$ cat src/rtl/dcache_store_buffer.sv
// ============================================================================
// dcache_store_buffer : in-order store buffer feeding the dcache write port
// Rev 1.0
// ============================================================================
`default_nettype none

module dcache_store_buffer #(
  parameter int DEPTH  = 4,
  parameter int ADDR_W = 32,
  parameter int DATA_W = 64
) (
  input  logic                     clk,
  input  logic                     reset,
  input  logic                     in_valid,
  output logic                     in_ready,
  input  logic [ADDR_W-1:0]        in_addr,
  input  logic [DATA_W-1:0]        in_data,
  input  logic [1:0]               in_size,
  output logic                     wr_valid,
  input  logic                     wr_ready,
  output logic [ADDR_W-1:0]        wr_addr,
  output logic [DATA_W-1:0]        wr_data,
  output logic [1:0]               wr_size,
  input  logic                     wr_done,
  input  logic [ADDR_W-1:0]        ld_addr,
  input  logic [1:0]               ld_size,
  output logic                     ld_conflict,
  output logic [$clog2(DEPTH):0]   count,
  output logic                     empty
);

  localparam int PTR_W = $clog2(DEPTH);
  localparam int CNT_W = PTR_W + 1;

  typedef enum logic [1:0] {
    S_IDLE    = 2'd0,
    S_PRESENT = 2'd1,
    S_WAIT    = 2'd2
  } state_e;

  state_e              state_q;
  logic [PTR_W-1:0]    head_q, tail_q;
  logic [CNT_W-1:0]    count_q, count_d;
  logic                wr_valid_q;
  logic [ADDR_W-1:0]   wr_addr_q;
  logic [DATA_W-1:0]   wr_data_q;
  logic [1:0]          wr_size_q;

  logic [ADDR_W-1:0]   mem_addr_q [DEPTH];
  logic [DATA_W-1:0]   mem_data_q [DEPTH];
  logic [1:0]          mem_size_q [DEPTH];

  logic                push, pop;
  logic [PTR_W-1:0]    head_nxt;
  logic [ADDR_W-1:0]   nxt_addr;
  logic [DATA_W-1:0]   nxt_data;
  logic [1:0]          nxt_size;

  function automatic logic [ADDR_W-1:0] last_byte(input logic [ADDR_W-1:0] a,
                                                  input logic [1:0] sz);
    return a + ((ADDR_W'(1) << sz) - ADDR_W'(1));
  endfunction

  assign in_ready = (count_q != CNT_W'(DEPTH));
  assign push     = in_valid & in_ready;
  assign pop      = (state_q == S_WAIT) & wr_done;
  assign count_d  = count_q + CNT_W'(push) - CNT_W'(pop);
  assign head_nxt = head_q + PTR_W'(1);

  // With a single entry left, the next head is the store arriving this cycle,
  // which is not yet in the array.
  always_comb begin
    nxt_addr = mem_addr_q[head_nxt];
    nxt_data = mem_data_q[head_nxt];
    nxt_size = mem_size_q[head_nxt];
    if (count_q == CNT_W'(1)) begin
      nxt_addr = in_addr;
      nxt_data = in_data;
      nxt_size = in_size;
    end
  end

  always_ff @(posedge clk) begin
    if (push) begin
      mem_addr_q[tail_q] <= in_addr;
      mem_data_q[tail_q] <= in_data;
      mem_size_q[tail_q] <= in_size;
    end
  end

  always_ff @(posedge clk or posedge reset) begin
    if (reset) begin
      state_q    <= S_IDLE;
      head_q     <= '0;
      tail_q     <= '0;
      count_q    <= '0;
      wr_valid_q <= 1'b0;
      wr_addr_q  <= '0;
      wr_data_q  <= '0;
      wr_size_q  <= '0;
    end else begin
      count_q <= count_d;
      if (push) tail_q <= tail_q + PTR_W'(1);
      if (pop)  head_q <= head_nxt;
      case (state_q)
        S_IDLE: begin
          if (push) begin
            state_q    <= S_PRESENT;
            wr_valid_q <= 1'b1;
            wr_addr_q  <= in_addr;
            wr_data_q  <= in_data;
            wr_size_q  <= in_size;
          end
        end
        S_PRESENT: begin
          if (wr_ready) begin
            state_q    <= S_WAIT;
            wr_valid_q <= 1'b0;
          end
        end
        S_WAIT: begin
          if (pop) begin
            if (count_d != '0) begin
              state_q    <= S_PRESENT;
              wr_valid_q <= 1'b1;
              wr_addr_q  <= nxt_addr;
              wr_data_q  <= nxt_data;
              wr_size_q  <= nxt_size;
            end else begin
              state_q <= S_IDLE;
            end
          end
        end
        default: begin
          state_q    <= S_IDLE;
          wr_valid_q <= 1'b0;
        end
      endcase
    end
  end

  logic [ADDR_W-1:0] ld_last;
  logic [DEPTH-1:0]  hit;
  assign ld_last = last_byte(ld_addr, ld_size);

  // An entry is live when its distance from head is below count.
  for (genvar i = 0; i < DEPTH; i++) begin : g_entry
    logic [PTR_W-1:0]  rel;
    logic [ADDR_W-1:0] st_last;
    logic              live;
    assign rel     = PTR_W'(i) - head_q;
    assign live    = ({1'b0, rel} < count_q);
    assign st_last = last_byte(mem_addr_q[i], mem_size_q[i]);
    assign hit[i]  = live &
                     ((mem_addr_q[i][ADDR_W-1:3] == ld_addr[ADDR_W-1:3]) |
                      (mem_addr_q[i][ADDR_W-1:3] == ld_last[ADDR_W-1:3]) |
                      (st_last[ADDR_W-1:3]       == ld_addr[ADDR_W-1:3]) |
                      (st_last[ADDR_W-1:3]       == ld_last[ADDR_W-1:3]));
  end

  assign ld_conflict = |hit;
  assign wr_valid    = wr_valid_q;
  assign wr_addr     = wr_addr_q;
  assign wr_data     = wr_data_q;
  assign wr_size     = wr_size_q;
  assign count       = count_q;
  assign empty       = (count_q == '0);

endmodule

`default_nettype wire

$ cat config.mk
export PLATFORM = sky130hd
export DESIGN_NAME = dcache_store_buffer
export DESIGN_NICKNAME = d
export VERILOG_FILES = /design/src/rtl/dcache_store_buffer.sv
export SDC_FILE = /design/constraint.sdc
export NUM_CORES = 1
export LEC_CHECK = 0
export ABC_AREA = 1
export CORE_MARGIN = 2
export CORE_UTILIZATION = 50
export DETAILED_ROUTE_END_ITERATION = 8
export GPL_TIMING_DRIVEN = 0
export PLACE_DENSITY_LB_ADDON = 0.3
export SLEW_MARGIN = 40
export SYNTH_ARGS = -nofsm -noshare
export SYNTH_HDL_FRONTEND = slang
export SYNTH_SLANG_ARGS = --single-unit
$ cat constraint.sdc
create_clock -name clk -period 7.5 [get_ports clk]
set_input_delay 1.5 -clock clk [delete_from_list [all_inputs] [get_ports clk]]
set_output_delay 1.5 -clock clk [all_outputs]
set_load 0.05 [all_outputs]
* After elaboration in Yosys (flattened, before gate mapping)
Memories as Yosys holds them, arrays and structs flattened.
Cells that the tools add are included.
** Storage, ports and cells
- Register bits after elaboration :: 108
- Memory bits (writable) :: 392
- Bits of input ports :: 137
- Output and inout port bits :: 105
- Logic and storage cells :: 115
- Memories kept :: 3
** Memories
- mem_data_q :: words 4, width 64, rd ports 1, clocked after Yosys merged registers in 0, wr ports 1, line 50 : logic [DATA_W-1:0] mem_data_q [DEPTH];
- mem_addr_q :: words 4, width 32, rd ports 5, clocked after Yosys merged registers in 0, wr ports 1, line 49 : logic [ADDR_W-1:0] mem_addr_q [DEPTH];
- mem_size_q :: words 4, width 2, rd ports 5, clocked after Yosys merged registers in 0, wr ports 1, line 51 : logic [1:0] mem_size_q [DEPTH];
** Cells by class
- Add/sub/neg operators :: 18
- Order comparisons :: 4
- Equal/unequal tests :: 24
- Shifts and indexed selects :: 5
- Multiplexer cells :: 27
- Bitwise gates (word level) :: 18
- Reduce and logical (&&, ||, !) cells :: 8
** Operator list (count)
- equality test 29 bit :: 16
- two-way mux 64 bit :: 4
- adder 32 bit :: 5
- << shifter 1 x 2 -> 32 bit, first input constant :: 5
- subtractor 32 x 1 -> 32 bit, second input constant :: 5
- two-way mux 32 bit :: 4
- case mux 64 bit (2 select lines) :: 1
- case mux 32 bit (2 select lines) :: 1
- two-way mux 2 bit :: 7
- less-than comparator 2 x 3 -> 1 bit :: 4
- bitwise OR 1 bit :: 12
- AND reduction 4 bit :: 2
- two-way mux 1 bit :: 7
- bitwise AND 1 bit :: 6
- != test 2 bit, second input constant :: 3
- case mux 2 bit (3 select lines) :: 1
- adder 2 x 1 -> 2 bit, second input constant :: 2
- case mux 2 bit (2 select lines) :: 1
- OR reduction 4 bit :: 1
- subtractor 1 x 2 -> 2 bit, first input constant :: 2
- subtractor 2 bit, first input constant :: 2
- adder 3 x 1 -> 3 bit :: 1
- equality test 3 x 1 -> 1 bit, second input constant :: 1
- zero test 3 bit :: 1
- 10 further kinds :: 10

* Depth between registers and ports, before layout
Gate-level depths: netlist of the first run.
- Depth after elaboration :: 9
- Depth in mapped cells :: 29
- Depth with buffers taken out :: 29

* Worst setup path after synthesis of the first run
Ideal clock, no wire load.
- Path kind :: input to register
- Start :: input in_valid
- End :: memory mem_addr_q[0][0], enable pin
- Arrival :: 5.813 ns
- Data required time :: 6.944 ns
- Path slack :: 1.131 ns
- Stages on the path :: 2
- Path buffers :: 0
- Cells stage by stage :: nand2_1 nor2_1
** On the way
- Longest elaborated chain between the ends :: 3
** Ends and longest elaborated chain
- start: declaration :: line 14 : input logic in_valid,
- bitwise AND 1 bit :: line 65 : assign push = in_valid & in_ready;
- two-way mux 1 bit :: line 84 : if (push) begin
- two-way mux 1 bit (implied by the code) :: line 85 : mem_addr_q[tail_q] <= in_addr;
- end: declaration :: line 49
Every way passes these cells.

* Final worst setup path of the first run
- Start :: input ld_addr[17]
- End :: output ld_conflict
** On the way
- Longest elaborated chain between the ends :: 7
- Elaborated cells on any way between the ends :: 34
- Classes of those cells :: add/sub (1); eq/ne (16); bitwise (16); reduce/logical (1)
** Ends and longest elaborated chain
- start: declaration :: line 25 : input logic [ADDR_W-1:0] ld_addr,
- adder 32 bit :: line 61 : return a + ((ADDR_W'(1) << sz) - ADDR_W'(1));
- equality test 29 bit :: line 156 : (mem_addr_q[i][ADDR_W-1:3] == ld_last[ADDR_W-1:3]) |
- bitwise OR 1 bit :: line 155 : ((mem_addr_q[i][ADDR_W-1:3] == ld_addr[ADDR_W-1:3]) |
- bitwise OR 1 bit :: line 156
- bitwise OR 1 bit :: line 157 : (st_last[ADDR_W-1:3] == ld_addr[ADDR_W-1:3]) |
- bitwise AND 1 bit :: line 154 : assign hit[i] = live &
- OR reduction 4 bit (*) :: line 161 : assign ld_conflict = |hit;
- end: declaration :: line 27 : output logic ld_conflict,
Mark *: on every way between the ends. The rest lies on a longest branch, timed or not.

==> run metrics, run 1 <==
result of the run finished, final reports clean; largest net degree at the start of global routing 69; syn_area_per_cell 7.14 um^2; drt pass-1 iters 6; crit path cell chain dlygate4sd2_1 -> clkinvlp_4 -> ha_1 -> nand2_1 -> nor2_1 -> nand3_1 -> nor3_1 -> nand2_2 -> nand3_2 -> nand2_4 -> nand2_1 -> nand2_1 -> inv_1 -> nand2_1 -> nor2_1 -> nand3_1 -> nor2_1 -> nor2_1 -> nand3_2 -> nand2_1 -> nand2_1 -> inv_1 -> nand2_1 -> clkbuf_4; CTS root buf clkbuf_16; die area 78500 um^2; CTS Hold Bufs 0; clk sinks 500; Mapped Area 38100 um^2; Vias per Instance 5.82; post-synthesis cell type count 49; nets@finish 5981; Critical Path Most Common Cell nand2_1; CTS HTree Levels 2; Core Box Area 75700 um^2; Die Ht 280 um; share of layout cells above drive strength 1 5.62%; Synth-to-Final Area Change 16.8%; sequential area share after synthesis 38.0%; pwr/cell area 364 nW/um^2; Synthesized Nets 5647; routed vias 38900; Max Slew Vio Count 0; residual DRC count 0; CP Launch Type input port; Period Utilization, post-route 99.4%; EDFF count, synth 392; top-count cell post-synth nand2_1; die width 280 um; worst hold slack 0.484 ns; fill count 7021; CP Class in2out; synth warn 0; post-layout util 58.8%; crit-path max FO 8; fraction of registers with async set/reset 21.6%; gr usage total 41.8%; cell area after layout 44500 um^2; Hold Crit Class reg2reg; antenna-violating nets left 0; clk buf depth 3; first-pass GRT wire length 238 mm; Max stage delay on crit path 0.60 ns; flops & latches, synth 500; clock slew seen by the registers of the worst setup and hold paths 0.06 ns; Synth Flop Type edfxtp_1; Ports 242; Fin. Hold Viols 0; Synth top area share 30.9%; routed wire length 167 mm; Area after DPL 42400 um^2; CP max-delay cell dlygate4sd2_1; slew at the pin with the worst max-slew slack 0.875 ns; standard-cell row count 101; Worst-Skew Late Latency 0.60 ns; IO buf count 238; Final GP Congestion 1.10; Rel. slew slack 41.4%; area leader, netlist edfxtp_1; Worst Path Required 6.00 ns; main area contributors after synthesis edfxtp_1, nand2_1, dfrtp_1; CTS tree built; Clock Skews 0.0227 ns; remaining global-route overflow 0; Setup crit end kind output port; Syn Inst Count 5339; vias in the first global route 37200; Static Leak 20.5 nW; Setup Viol. Count Final 0; CP arrival 5.96 ns; Worst VDD drop 0.449 mV; initial antenna violation count 7; Final min period 7.46 ns; Initial Util 50.4%; DP HPWL 136 mm; total clock buffers created by CTS 47; post-DR wirelength/cell 25.0 um; Max-Cap Viols 0; fmax 134 MHz; initial drt markers 4221; most frequent cells after synthesis nand2_1, inv_1, edfxtp_1
==> metrics by stage <==
| stage | TNS [ns] | setup slack [ns] | power, mW | std cells |
|---|---|---|---|---|
| floorplan | 0 | 1.13 | 10.1 | 5339 |
| global placement | -1158.63 | -3.13 | 13.1 | 6555 |
| detailed placement | -1.86 | -1.86 | 13.3 | 6583 |
| CTS | 0 | 0.0215 | 16.0 | 6677 |
| global route | -0.0269 | -0.0269 | 17.1 | 6691 |
| finish | 0 | 0.0446 | 16.2 | 6691 |
==> final cells by class <==
cell class	instances	area (um^2)	share of cell area (%)
multi-input cells	4090	21000	47.3
inverters	640	2470	5.54
repair buffers	286	3090	6.94
well taps	978	1220	2.75
diodes	1	2.50	0.00562
plain buffers	108	532	1.19
clock buffers	64	1320	2.97
flip-flops and latches	500	14500	32.5
clock inverters	24	377	0.846
==> sequential cells by signal, indices dropped and copies added (netlist names) <==
| register | flops |
|---|---|
| mem_data_q | 256 |
| wr_valid | 1 |
| mem_size_q | 8 |
| tail_q | 2 |
| state_q | 2 |
| count | 3 |
| wr_addr | 32 |
| mem_addr_q | 128 |
| wr_data | 64 |
| head_q | 2 |
| wr_size | 2 |
==> metal layers <==
layer	share of wire, %	global-route usage [%]
met2	46	68.3
met5	0.038	0
met4	8.9	31.7
met1	37	49.7
met3	8.3	6.56
==> final timing paths <==
check,start,depth (start not counted),slack [ns],to
worst max-delay path,ld_addr[17],24,0.04,ld_conflict
worst min-delay path,wr_data[10],2,0.48,wr_data[10]
worst max register to register,count[0],15,2.81,wr_addr[26]
worst min register to register,wr_data[10],2,0.48,wr_data[10]
max in group asynchronous,reset,3,5.48,wr_addr[27]
min in group asynchronous,reset,2,1.30,wr_data[52]
==> critical path, delay by kind of cell <==
kind	cells	cell delay (ns)
adder cells (fa/ha/maj)	1	0.46
buffers and inverters	5	1.31
AND/OR/NAND/NOR	18	2.66
==> cell usage in the layout (no fill, tap or decap), types with 23 or more instances in the layout <==
cell             instances
a21oi_1                169
buf_4                   23
clkbuf_1                67
clkbuf_16               48
clkdlybuf4s50_1        236
dfrtp_1                108
edfxtp_1               392
ha_1                   159
inv_1                  619
mux2i_1                 97
nand2_1               2097
nand2_2                 55
nand3_1                332
nand3b_1                23
nand4_1                118
nor2_1                 357
nor3_1                  59
o2111ai_1               37
o21ai_0                166
o21bai_1                25
xnor2_1                 47
xor2_1                 185
==> kinds of logic (layout without fill, tap and decap cells) <==
family / count (synthesis) / count (layout) / share of synthesized area (%)
fa+ha+maj: 171 / 171 / 5.63
compound gates: 462 / 462 / 6.94
flops: 500 / 500 / 38.0
mux: 98 / 98 / 2.57
buf+inv: 749 / 1122 / 7.44
simple gates: 3121 / 3121 / 33.8
xor+xnor: 238 / 238 / 5.60
other cells: 0 / 1 / 0
==> power by group <==
| group | internal [mW] | total [mW] | switching [mW] |
|---|---|---|---|
| Combinational | 2.82 | 9.29 | 6.47 |
| Clock | 1.53 | 2.61 | 1.08 |
| Sequential | 3.77 | 4.30 | 0.527 |
| Total | 8.12 | 16.2 | 8.08 |
==> timing repair <==
item,4_1_cts,5_1_grt
setup buffers,7,13
resized for setup,75,63
pin swaps,1,4
setup endpoints to repair,1,1
No activity file was read; power rests on OpenSTA's default activity.
==> run 2: changes to the inputs <==
CAP_MARGIN = 20   (was unset)
==> results of run 2 <==
Final layout, timing and power as in run 1 (identical DEF).
